===== src/rtl/elevator_pkg.sv =====
// Shared encodings for the elevator request unit and ElevatorFSM.
package elevator_pkg;

  localparam int unsigned N_FLOORS_DEF = 4;
  localparam int unsigned FLOOR_W_DEF  = 2;

  localparam logic [1:0] DIR_IDLE = 2'b00;
  localparam logic [1:0] DIR_UP   = 2'b01;
  localparam logic [1:0] DIR_DOWN = 2'b10;

  typedef enum logic [1:0] {
    ST_IDLE = 2'b00,
    ST_UP   = 2'b01,
    ST_DOWN = 2'b10
  } state_e;

endpackage


===== src/rtl/req_debounce.sv =====
// One request input: 2-FF synchroniser, optional debounce, rising-edge pulse.
// Optional debounce is enabled by defining REQ_DEBOUNCE_EN.
module req_debounce
`ifdef REQ_DEBOUNCE_EN
#(
  parameter int unsigned DEB_CYCLES = 16
)
`endif
(
  input  logic clk,
  input  logic rst_n,
  input  logic din,
  output logic rise_c
);

  logic sync1_q;
  logic sync2_q;
  logic lvl;
  logic lvl_d_q;

  // Two-stage synchroniser for the asynchronous switch level
  always_ff @(posedge clk or negedge rst_n) begin
    if (!rst_n) begin
      sync1_q <= 1'b0;
      sync2_q <= 1'b0;
    end else begin
      sync1_q <= din;
      sync2_q <= sync1_q;
    end
  end

`ifdef REQ_DEBOUNCE_EN
  localparam int unsigned CNT_W = (DEB_CYCLES > 1) ? $clog2(DEB_CYCLES) : 1;

  logic [CNT_W-1:0] cnt_q;
  logic             lvl_q;

  // Accept a new level only after DEB_CYCLES consecutive differing samples
  always_ff @(posedge clk or negedge rst_n) begin
    if (!rst_n) begin
      cnt_q <= '0;
      lvl_q <= 1'b0;
    end else if (sync2_q == lvl_q) begin
      cnt_q <= '0;
    end else if (cnt_q == CNT_W'(DEB_CYCLES - 1)) begin
      cnt_q <= '0;
      lvl_q <= sync2_q;
    end else begin
      cnt_q <= cnt_q + CNT_W'(1);
    end
  end

  assign lvl = lvl_q;
`else
  assign lvl = sync2_q;
`endif

  // Previous accepted level for edge detection
  always_ff @(posedge clk or negedge rst_n) begin
    if (!rst_n) begin
      lvl_d_q <= 1'b0;
    end else begin
      lvl_d_q <= lvl;
    end
  end

  assign rise_c = lvl & ~lvl_d_q;

endmodule


===== src/rtl/elevator_request_unit.sv =====
// Elevator request unit: conditions hall/cabin inputs, latches pending requests,
// clears them on service and picks the next target floor with SCAN ordering.
// Define REQ_DEBOUNCE_EN to insert a DEB_CYCLES debounce after each synchroniser.
module elevator_request_unit
  import elevator_pkg::*;
#(
  parameter int unsigned N_FLOORS = N_FLOORS_DEF,
  parameter int unsigned FLOOR_W  = FLOOR_W_DEF
`ifdef REQ_DEBOUNCE_EN
  ,
  parameter int unsigned DEB_CYCLES = 16
`endif
) (
  input  logic                CLOCK_50,
  input  logic                RESET_N,
  input  logic [N_FLOORS-1:0] hall_req_i,
  input  logic [N_FLOORS-1:0] cab_req_n_i,
  input  logic [FLOOR_W-1:0]  cur_floor_i,
  input  logic                svc_ack_i,
  output logic [N_FLOORS-1:0] pending_o,
  output logic                target_valid_o,
  output logic [FLOOR_W-1:0]  target_floor_o,
  output logic [1:0]          dir_o
);

  localparam int unsigned N_IN = 2 * N_FLOORS;

  logic [N_IN-1:0]     raw_lvl;
  logic [N_IN-1:0]     set_all_c;
  logic [N_FLOORS-1:0] set_c;
  logic [N_FLOORS-1:0] clr_c;
  logic [N_FLOORS-1:0] pending_q;

  int unsigned         cur_c;
  logic                cur_ok_c;

  logic                any_c;
  logic                at_c;
  logic                ge_found_c;
  logic                le_found_c;
  logic                gt_found_c;
  logic                lt_found_c;
  logic [FLOOR_W-1:0]  ge_floor_c;
  logic [FLOOR_W-1:0]  le_floor_c;
  logic [FLOOR_W-1:0]  gt_floor_c;
  logic [FLOOR_W-1:0]  lt_floor_c;
  int unsigned         dist_up_c;
  int unsigned         dist_dn_c;

  state_e              state_q;
  state_e              state_nxt;
  logic [FLOOR_W-1:0]  tgt_sel;
  logic [FLOOR_W-1:0]  tgt_nxt;
  logic [1:0]          dir_nxt;
  logic                valid_nxt;

  // Cabin keys are active-low; condition everything as active-high
  assign raw_lvl = {~cab_req_n_i, hall_req_i};

  for (genvar g = 0; g < N_IN; g++) begin : g_cond
`ifdef REQ_DEBOUNCE_EN
    req_debounce #(
      .DEB_CYCLES(DEB_CYCLES)
    ) u_cond (
      .clk   (CLOCK_50),
      .rst_n (RESET_N),
      .din   (raw_lvl[g]),
      .rise_c(set_all_c[g])
    );
`else
    req_debounce u_cond (
      .clk   (CLOCK_50),
      .rst_n (RESET_N),
      .din   (raw_lvl[g]),
      .rise_c(set_all_c[g])
    );
`endif
  end

  // Hall and cabin requests for one floor merge into a single bit
  assign set_c    = set_all_c[N_FLOORS-1:0] | set_all_c[N_IN-1:N_FLOORS];
  assign cur_c    = 32'(cur_floor_i);
  assign cur_ok_c = (cur_c < N_FLOORS);

  // Service clear decode; an out-of-range floor clears nothing
  always_comb begin
    clr_c = '0;
    for (int unsigned i = 0; i < N_FLOORS; i++) begin
      if (svc_ack_i && cur_ok_c && (i == cur_c)) begin
        clr_c[i] = 1'b1;
      end
    end
  end

  // Pending register; clear wins over a same-cycle set
  always_ff @(posedge CLOCK_50 or negedge RESET_N) begin
    if (!RESET_N) begin
      pending_q <= '0;
    end else begin
      pending_q <= (pending_q | set_c) & ~clr_c;
    end
  end

  assign pending_o = pending_q;

  // Priority searches around the current floor
  always_comb begin
    any_c      = |pending_q;
    at_c       = 1'b0;
    ge_found_c = 1'b0;
    le_found_c = 1'b0;
    gt_found_c = 1'b0;
    lt_found_c = 1'b0;
    ge_floor_c = '0;
    le_floor_c = '0;
    gt_floor_c = '0;
    lt_floor_c = '0;
    for (int unsigned i = 0; i < N_FLOORS; i++) begin
      if (pending_q[i]) begin
        if (i == cur_c) at_c = 1'b1;
        if (i >= cur_c && !ge_found_c) begin
          ge_found_c = 1'b1;
          ge_floor_c = FLOOR_W'(i);
        end
        if (i > cur_c && !gt_found_c) begin
          gt_found_c = 1'b1;
          gt_floor_c = FLOOR_W'(i);
        end
        if (i <= cur_c) begin
          le_found_c = 1'b1;
          le_floor_c = FLOOR_W'(i);
        end
        if (i < cur_c) begin
          lt_found_c = 1'b1;
          lt_floor_c = FLOOR_W'(i);
        end
      end
    end
    dist_up_c = 32'(gt_floor_c) - cur_c;
    dist_dn_c = cur_c - 32'(lt_floor_c);
  end

  // SCAN state register
  always_ff @(posedge CLOCK_50 or negedge RESET_N) begin
    if (!RESET_N) begin
      state_q <= ST_IDLE;
    end else begin
      state_q <= state_nxt;
    end
  end

  // SCAN next state and target selection; equal distance from idle goes down
  always_comb begin
    state_nxt = state_q;
    tgt_sel   = target_floor_o;
    if (!cur_ok_c) begin
      state_nxt = state_q;
    end else if (!any_c) begin
      state_nxt = ST_IDLE;
    end else begin
      case (state_q)
        ST_UP: begin
          if (ge_found_c) begin
            state_nxt = ST_UP;
            tgt_sel   = ge_floor_c;
          end else begin
            state_nxt = ST_DOWN;
            tgt_sel   = le_floor_c;
          end
        end
        ST_DOWN: begin
          if (le_found_c) begin
            state_nxt = ST_DOWN;
            tgt_sel   = le_floor_c;
          end else begin
            state_nxt = ST_UP;
            tgt_sel   = ge_floor_c;
          end
        end
        default: begin
          if (at_c) begin
            state_nxt = ST_IDLE;
            tgt_sel   = cur_floor_i;
          end else if (gt_found_c && (!lt_found_c || (dist_up_c < dist_dn_c))) begin
            state_nxt = ST_UP;
            tgt_sel   = gt_floor_c;
          end else begin
            state_nxt = ST_DOWN;
            tgt_sel   = lt_floor_c;
          end
        end
      endcase
    end
  end

  // Next values of the registered target outputs
  always_comb begin
    dir_nxt   = dir_o;
    tgt_nxt   = target_floor_o;
    valid_nxt = target_valid_o;
    if (cur_ok_c) begin
      valid_nxt = any_c;
      tgt_nxt   = tgt_sel;
      case (state_nxt)
        ST_UP:   dir_nxt = DIR_UP;
        ST_DOWN: dir_nxt = DIR_DOWN;
        default: dir_nxt = DIR_IDLE;
      endcase
    end
  end

  // Target output registers
  always_ff @(posedge CLOCK_50 or negedge RESET_N) begin
    if (!RESET_N) begin
      dir_o          <= DIR_IDLE;
      target_floor_o <= '0;
      target_valid_o <= 1'b0;
    end else begin
      dir_o          <= dir_nxt;
      target_floor_o <= tgt_nxt;
      target_valid_o <= valid_nxt;
    end
  end

endmodule


===== config.mk =====
export PLATFORM = sky130hd
export DESIGN_NAME = elevator_request_unit
export DESIGN_NICKNAME = d
export VERILOG_FILES = /design/src/rtl/elevator_pkg.sv /design/src/rtl/req_debounce.sv /design/src/rtl/elevator_request_unit.sv
export SDC_FILE = /design/constraint.sdc
export NUM_CORES = 1
export LEC_CHECK = 0
export ABC_AREA = 1
export CAP_MARGIN = 20
export CORE_ASPECT_RATIO = 0.7
export CORE_MARGIN = 1
export CORE_UTILIZATION = 51
export CTS_BUF_LIST = sky130_fd_sc_hd__clkbuf_8
export CTS_CLUSTER_DIAMETER = 30
export DETAILED_ROUTE_END_ITERATION = 8
export GPL_ROUTABILITY_DRIVEN = 0
export PLACE_DENSITY = 0.88
export SLEW_MARGIN = 20
export SYNTH_ARGS = -nofsm -noshare
export SYNTH_HDL_FRONTEND = slang
export SYNTH_SLANG_ARGS = --single-unit

===== constraint.sdc =====
create_clock -name CLOCK_50 -period 2.72 [get_ports CLOCK_50]
set_input_delay 0.544 -clock CLOCK_50 [delete_from_list [all_inputs] [get_ports CLOCK_50]]
set_output_delay 0.544 -clock CLOCK_50 [all_outputs]
set_load 0.01 [all_outputs]

* Word level (Yosys, flattened, before mapping) *
Index checks and enable logic that the tools add are counted.

word-level totals
  register bits = 35
  output and inout port bits = 9

cells by class
  add/sub/neg operators = 2
  magnitude comparators = 18
  equality and inequality tests = 7
  muxes and demuxes = 81
  bitwise logic cells = 21
  reduce and logical (&&, ||, !) cells = 23

operators by type and width
  kind                                                       count
  2-to-1 mux 1 bit                                           52
  2-to-1 mux 2 bit                                           26
  logical NOT 32 bit                                         1
  less-than comparator 32 bit                                1
  logical AND 1 bit                                          12
  one-hot mux 2 bit (2 select lines)                         3
  AND 1 bit                                                  8
  NOT 1 bit                                                  8
  NOT 4 bit                                                  2
  OR 4 bit                                                   2
  logical NOT 1 bit                                          7
  subtractor 2 x 2 -> 3 bit                                  2
  AND 4 bit                                                  1
  equality test 2 x 1 -> 1 bit, second input constant        2
  equality test 2 bit, first input constant                  2
  equality test 2 bit, second input constant                 2
  >= comparator 1 x 2 -> 1 bit, first input constant         2
  >= comparator 2 bit, first input constant                  2
  > comparator 1 x 2 -> 1 bit, first input constant          2
  > comparator 2 bit, first input constant                   2
  <= comparator 1 x 2 -> 1 bit, first input constant         2
  <= comparator 2 bit, first input constant                  2
  less-than comparator 1 x 2 -> 1 bit, first input constant  2
  less-than comparator 2 bit, first input constant           2
  other kinds (5)                                            5

* Longest topological paths before layout *
  depth in word-level cells = 26
  depth in mapped cells = 21

* Cells and area by module *
Synthesis repeated with hierarchy kept, for this count alone.

second synthesis, totals
  cell total of the unflattened synthesis = 178
  area, all modules = 1701.6 sq um

modules (own cells, without submodules)
  module                 times used  cells each  area each (sq um)  seq. area each (sq um)
  elevator_request_unit  1           138         1021.0             275.3
  req_debounce           8           5           85.1               75.1

* Worst setup path before layout *
Ideal clock, no wire load.

  path kind = in2reg
  start = input cur_floor_i[1]
  end = register dir_o[1]
  arrival = 2700 ps
  required time = 2604 ps
  setup slack = -95 ps
  stages on the path = 21
  cell sequence = buf_6 -> nand2_2 -> inv_2 -> nor2_1 -> inv_1 -> o21ai_1 -> inv_1 -> ha_1 -> fa_1 -> inv_1 -> ha_1 -> nand2_1 -> nand2_1 -> nand2_1 -> nand2_1 -> nand2_4 -> nand3_2 -> nand2_1 -> nand3_2 -> inv_2 -> nor2_1

on the way
  cells in the longest elaborated chain, start to end = 26
  elaborated cells on any way between the ends = 101

RTL lines
  item                                                                        line                          RTL
  start, declared                                                             elevator_request_unit.sv:18   input logic [FLOOR_W-1:0] cur_floor_i,
  > comparator 1 x 2 -> 1 bit                                                 elevator_request_unit.sv:125  if (i > cur_c && !gt_found_c) begin
  2-to-1 mux 1 bit                                                            elevator_request_unit.sv:125
  2-to-1 mux 1 bit                                                            elevator_request_unit.sv:119  if (pending_q[i]) begin
  logical NOT 1 bit                                                           elevator_request_unit.sv:125
  logical AND 1 bit                                                           elevator_request_unit.sv:125
  2-to-1 mux 1 bit                                                            elevator_request_unit.sv:125
  2-to-1 mux 1 bit                                                            elevator_request_unit.sv:119
  logical NOT 1 bit                                                           elevator_request_unit.sv:125
  (+11 left out)                                                              --
  2-to-1 mux 2 bit                                                            elevator_request_unit.sv:184  end else if (gt_found_c && (!lt_found_c || (dist_up_c < dist_dn_c))) begin
  2-to-1 mux 2 bit                                                            elevator_request_unit.sv:181  if (at_c) begin
  one-hot mux 2 bit (2 select lines)                                          elevator_request_unit.sv:161  case (state_q)
  2-to-1 mux 2 bit                                                            elevator_request_unit.sv:158  end else if (!any_c) begin
  2-to-1 mux 2 bit (*)                                                        elevator_request_unit.sv:156  if (!cur_ok_c) begin
  named net state_nxt[0]                                                      elevator_request_unit.sv:51   state_e state_nxt;
  equality test 2 bit / equality test 2 x 1 -> 1 bit (equally long branches)  elevator_request_unit.sv:204  case (state_nxt)
  one-hot mux 2 bit (2 select lines) (*)                                      elevator_request_unit.sv:204
  end signal, assigned                                                        elevator_request_unit.sv:219  dir_o <= dir_nxt;
  end, declared                                                               elevator_request_unit.sv:23   output logic [1:0] dir_o

The timed path passes the listed nets; every way through them passes the cells marked *.
A chain may end at the register's enable or synchronous reset.

* Final worst setup path *
  start = input cur_floor_i[0]
  end = register dir_o[0]

The elaborated chain is that of the path after synthesis.

==> results.cfg <==
[critical_path]
critical_path_class = in -> reg
start_kind = primary input
max_stage_delay_ns = 0.47
r2r-start = pending_o[2]
end_kind = flop
crit_required_ns = 2.90
worstSetupStartpoint = cur_floor_i[0]
critical_path.top_delay_family = adder cells
r2r_setup_slack_ns = 0.19
worstPathArrival_ns = 2.74
ff2ff_path_depth = 17
cp_cell_sequence = buf_2 > nand2_4 > inv_4 > nor2_4 > inv_2 > o21ai_2 > inv_1 > ha_2 > fa_1 > inv_1 > ha_1 > nand2_1 > nand2_1 > nand2_2 > nand2_2 > nand2_4 > nand2_4 > nand2_2 > a21oi_2 > nor2_1
cp_slowest_cell = fa_1
crit_fanout = 4
critPathBufInv = 5
r2r-end = dir_o[0]

[synthesis]
synth_edf_count = 0
ys_async_sr_fraction_pct = 100
synth_top_area_share_pct = 51.5
synth_flop_cell = dfrtp_1
netlist_top_cells_area = dfrtp_1, inv_1, nand2_1, nand2_2, ha_1
ys_seq_elements = 35
synth-warning-count = 0
yosys-top-cells-count = inv_1, dfrtp_1, nand2_1
synthesis.nets = 200
post-synth-top-area-cell = dfrtp_1
yosys.cell_count.top_type = inv_1
syn-instance-count = 179
yosysUniqueCellTypes = 24
synth_seq_area_share_pct = 51.5
syn_area_um2 = 1700
synth_area_per_cell_um2 = 9.50

[global_route]
antenna_found_initial = 0
grt_pass1_vias = 1342
grt_usage_pct = 23.0
grt_pass1_wl_um = 5990
grt_overflow = 0
grt_start_max_net_pins = 36

[pwr]
p_leak_nw = 1.15
irDropWorstVdd_v = 0.000496
p_per_area_nw_per_um2 = 741
total_power_mw = 1.65

[layout]
antenna_cells = 0
finalNetCount = 248
utilization_pct = 70.2
drive_gt1_share_pct = 32.9
area_delta_synth_final_pct = 30.8
stdcell_area_um2 = 2220
fillCellCount = 231

[worst_hold_path]
hold_start = g_cond[2].u_cond.sync1_q
hold_path_class = reg -> reg
holdPathEnd = g_cond[2].u_cond.lvl
worstHoldPathCells = 0

[place]
hpwlAfterDp_um = 2580
port_buffers = 21
placed_area_um2 = 2110

[sta]
finalHoldViolations = 0
finalCritPeriodShare_pct = 94.1
fin_crit_ns = 2.56
fmax_mhz = 391
clock_skew_ns = 0.00244
maxSlewHeadroom_pct = 49.1
tightest_slew_ns = 0.757
setup_viol = 0
slew_viol_final = 0
setup-tns-final_ns = 0
whs_ns = 0.348

[cts]
ctsHtreeMaxLevel = 2
ctsHoldBuffers = 0
cts_tree = built
cts.path.max_buffers = 2
clock_sinks = 35
clkSlewWorstSetupHoldPaths_ns = 0.07
cts-root-buf = clkbuf_8
worstSkewPairLatency_ns = 0.29
cts_buffers = 5

[routing]
drtIter0Drc = 144
firstDrtPassIters = 4
drc = 0
detail_route.wl_per_cell_um = 12.9
routed_wl_um = 3440
via_count = 1322
via_per_inst = 4.97
ant_nets = 0

[floorplanning]
fp.dieH_um = 50.3
die_w_um = 71.0
dieArea_um2 = 3570
start_util_pct = 53.7
core_area_um2 = 3170
ioPinCount = 22
row_count = 17

[status]
status = finished, final reports clean

[run]
maxCapViolations = 0
-- worst max-delay path by stage --
stage,endpoint,depth (start not counted),slack (ns)
2_1_floorplan,dir_o[0],20,-0.02
3_3_place_gp,dir_o[0],18,-0.54
3_5_place_dp,dir_o[0],18,-0.59
4_1_cts,dir_o[0],20,0.02
5_1_grt,dir_o[1],21,-0.004
6_report,dir_o[0],20,0.16
-- metrics by stage --
step / std cells / setup slack, ns
floorplan: 179 / -0.0235
global placement: 256 / -0.544
detailed placement: 256 / -0.591
CTS: 264 / 0.0190
global route: 266 / -0.00427
finish: 266 / 0.161
-- cells by family (layout without fill, tap and decap cells) --
kind of cell | Yosys count | in the layout | synth area share (%)
AND/OR/NAND/NOR | 76 | 76 | 24.7
buffers and inverters | 43 | 92 | 10.4
flip-flops | 35 | 35 | 51.5
AO/OA/AOI/OAI | 17 | 17 | 6.62
adder cells (fa/ha/maj) | 8 | 8 | 6.77
-- power by group --
part / total [mW] / switching, mW / internal [mW]
Clock: 0.366 / 0.188 / 0.178
Combinational: 0.655 / 0.374 / 0.281
Sequential: 0.626 / 0.0343 / 0.591
Total: 1.65 / 0.597 / 1.05
-- per-layer routing --
metal	track usage [%]	wire length, um
met4	11.7	68
met1	31.0	1580
met5	0	0
met3	6.22	248
met2	34.5	1540
-- cell type report --
class                   count  area [um2]  share of cell area, %
multi-input cells         101         682                   30.7
repair buffers             43         372                   16.7
inverters                  41         156                   7.03
clock buffers               5        68.8                   3.10
well taps                  38        47.5                   2.14
clock inverters             3        20.0                  0.900
flip-flops and latches     35         877                   39.4
-- flip-flops by register name, summed over array words and instances (netlist names) --
| signal | cells |
|---|---|
| state_q | 2 |
| target_valid_o | 1 |
| g_cond.u_cond.lvl | 8 |
| pending_o | 4 |
| target_floor_o | 2 |
| g_cond.u_cond.lvl_d_q | 8 |
| g_cond.u_cond.sync1_q | 8 |
| dir_o | 2 |
-- cell usage in the layout (no fill, tap or decap), types with 5 or more instances in the layout --
master,n
inv_1,36
o22ai_1,7
dfrtp_1,34
nand2_1,27
nand3_1,8
nand2_2,15
nand3_2,7
ha_1,5
clkbuf_8,5
buf_4,22
nor2_1,7
clkdlybuf4s50_1,19
-- timing repair --
item | CTS | global route
gates resized for setup | 6 | 8
setup buffers | 0 | 2
pin swaps | 4 | 8
setup endpoints to repair | 6 | 6
hold endpoints to repair | 0 | 0
No activity file was read; power rests on OpenSTA's default activity.
==> RTL change: new RTL, same flow settings <==
`FLOOR_W_DEF`: 2 -> 3.
--- a/src/rtl/elevator_pkg.sv
+++ b/src/rtl/elevator_pkg.sv
@@ -3,5 +3,5 @@
 
   localparam int unsigned N_FLOORS_DEF = 4;
-  localparam int unsigned FLOOR_W_DEF  = 2;
+  localparam int unsigned FLOOR_W_DEF  = 3;
 
   localparam logic [1:0] DIR_IDLE = 2'b00;
Ports: changed (resized cur_floor_i and target_floor_o); port bits go from 22 to 24. The function was not compared with the original's and may differ.
==> RTL change against the unedited design <==
- power rose by 4.0%
- die area rose by 9.5%
- sequential share of layout area fell by 4.0 points
- sequential cell count rose by 1
- final area rose by 15%
- global-route usage rose by 0.26 points
- area after synthesis rose by 9.9%
- wire length rose by 24%
- sequential power rose by 2%
- fmax fell by 3.2%
- first-iteration DRC count fell by 6.9%
- setup slack got worse by 0.084 ns
- via count rose by 24%
- count of clock-buffer cells in the layout rose by 1
- largest cell class unchanged
==> RTL change: results (changes against the unedited design) <==
Yosys
  – XOR/XNOR share of the synthesized area: 0.009377 (was 0)
  – Adder-Cell Fraction of Synth Area: 0.08171 (was 0.06770)
  – Synth cell types: 30 (was 24)
  – Syn Nets: 235 (was 200)
  – Sequential area share after synthesis: 0.4823 (was 0.5151)
  – Synth area leaders: dfrtp_1 (48%), nand2_1 (9.2%), inv_1 (7.6%), ha_1 (6.0%), nand3_1 (4.8%) (was dfrtp_1 (52%), inv_1 (8.2%), nand2_1 (6.4%), nand2_2 (5.2%), ha_1 (4.4%))
  – Synth Area per Inst: 8.895 µm² (was 9.499 µm²)
  – Synth top cells by count: nand2_1 (46), inv_1 (38), dfrtp_1 (36) (was inv_1 (37), dfrtp_1 (35), nand2_1 (29))
  – Compound-gate portion of the synthesized area: 0.08171 (was 0.06623)

Placed design
  – Hpwl dp: 2.778 mm (was 2.584 mm)
  – Placed cell area: 0.002293 mm² (was 0.002110 mm²)
  – Total placed cells including tap cells: 298 (was 256)
  – Port buffer count: 23 (was 21)
  – Pre-CTS setup slack: -0.7571 ns (was -0.5908 ns)

Global route
  – Global-route wire length before repair: 6.548 mm (was 5.989 mm)
  – Largest net degree at the start of global routing: 37 (was 36)
  – Total GRT Usage: 0.2322 (was 0.2296)
  – Vias in the first global route: 1502 (was 1342)

Power and ir drop
  – Combinational power share: 0.414 (was 0.398)
  – Int Power: 0.001108 W (was 0.001050 W)
  – Clock group total power: 0.000362 W (was 0.000366 W)
  – Peak supply drop: 493.4 µV (was 496.1 µV)
  – Pleak: 1.299 nW (was 1.151 nW)
  – Clock Power Share: 0.212 (was 0.222)

Finish
  – Final net count: 291 (was 248)
  – Layout Cells excl Fill: 314 (was 266)
  – # fillers: 239 (was 231)
  – Share of layout cells above drive strength 1: 0.3446 (was 0.3289)

Setup path
  – Critical-path top delay cell: fa_2 (was fa_1)
  – Slowest cell delay on critical path: 0.44 ns (was 0.47 ns)
  – R2r worst-path depth: 19 (was 17)
  – CP delay by family, top: simple AND/OR/NAND/NOR gates (was adder cells)
  – Max FO, Critical Path: 3 (was 4)
  – Crit path DAT: 2.82 ns (was 2.74 ns)

Drt
  – Post-Route WL: 4.275 mm (was 3.438 mm)
  – Via density per instance: 5.213 (was 4.970)
  – Starting DRT DRC Count: 134 (was 144)

STA
  – Final Skew: 0.004613 ns (was 0.002444 ns)
  – Worst rel slew slack: 0.7112 (was 0.4909)

Run status
  – Outcome: finished, final reports clean (unchanged)
RTL change: cell count changes after synthesis, moves of 3 or more:
cell,change
nand2_2,-5
nand3_1,+8
nor2_1,-3
nand4_1,+3
nand3_2,-3
a21oi_1,+5
ha_1,+3
nand2_1,+17
RTL change: final cells by class:
class / instances / area [µm²] / share of cell area
Tap cell: 47 / 58.81 / 0.02305
Multi-Input combinational cell: 130 / 882.1 / 0.3458
Clock buffer: 6 / 82.58 / 0.03237
Sequential cell: 36 / 903.4 / 0.3541
Clock inverter: 2 / 7.507 / 0.002943
Inverter: 40 / 152.6 / 0.05983
Timing Repair Buffer: 53 / 464.2 / 0.1820
RTL change: repair_timing:
| action | CTS | global route |
|---|---|---|
| setup endpoints to repair | 6 | 6 |
| resized for setup | 15 | 40 |
| pin swaps | 3 | 18 |
| hold buffers | 0 | 0 |
| setup buffers | 1 | 7 |
RTL change: cells by family (layout without fill, tap and decap cells):
group                      Yosys count  after routing
adders and majority gates           11             11
AOI/OAI and AO/OA                   23             23
xor gates and xnor gates             2              2
and+or+nand+nor                     94             94
buffers and inverters               44            101
DFF                                 36             36
RTL change: worst paths after layout:
check                                               from  slack, ns                    to
worst max-delay path                      cur_floor_i[2]       0.08              dir_o[0]
worst min-delay path            g_cond[4].u_cond.sync1_q       0.35  g_cond[4].u_cond.lvl
worst max register to register              pending_o[3]       0.15              dir_o[0]
worst min register to register  g_cond[4].u_cond.sync1_q       0.35  g_cond[4].u_cond.lvl
max in group asynchronous                        RESET_N       1.71          pending_o[2]
min in group asynchronous                        RESET_N       0.68     target_floor_o[2]
RTL change: routing by layer:
metal	global-route usage	vias up	share of wire
li1	-	776	-
met4	0.08491	0	0.0084
met3	0.05769	8	0.072
met5	0	-	0
met2	0.3773	84	0.49
met1	0.3026	769	0.43
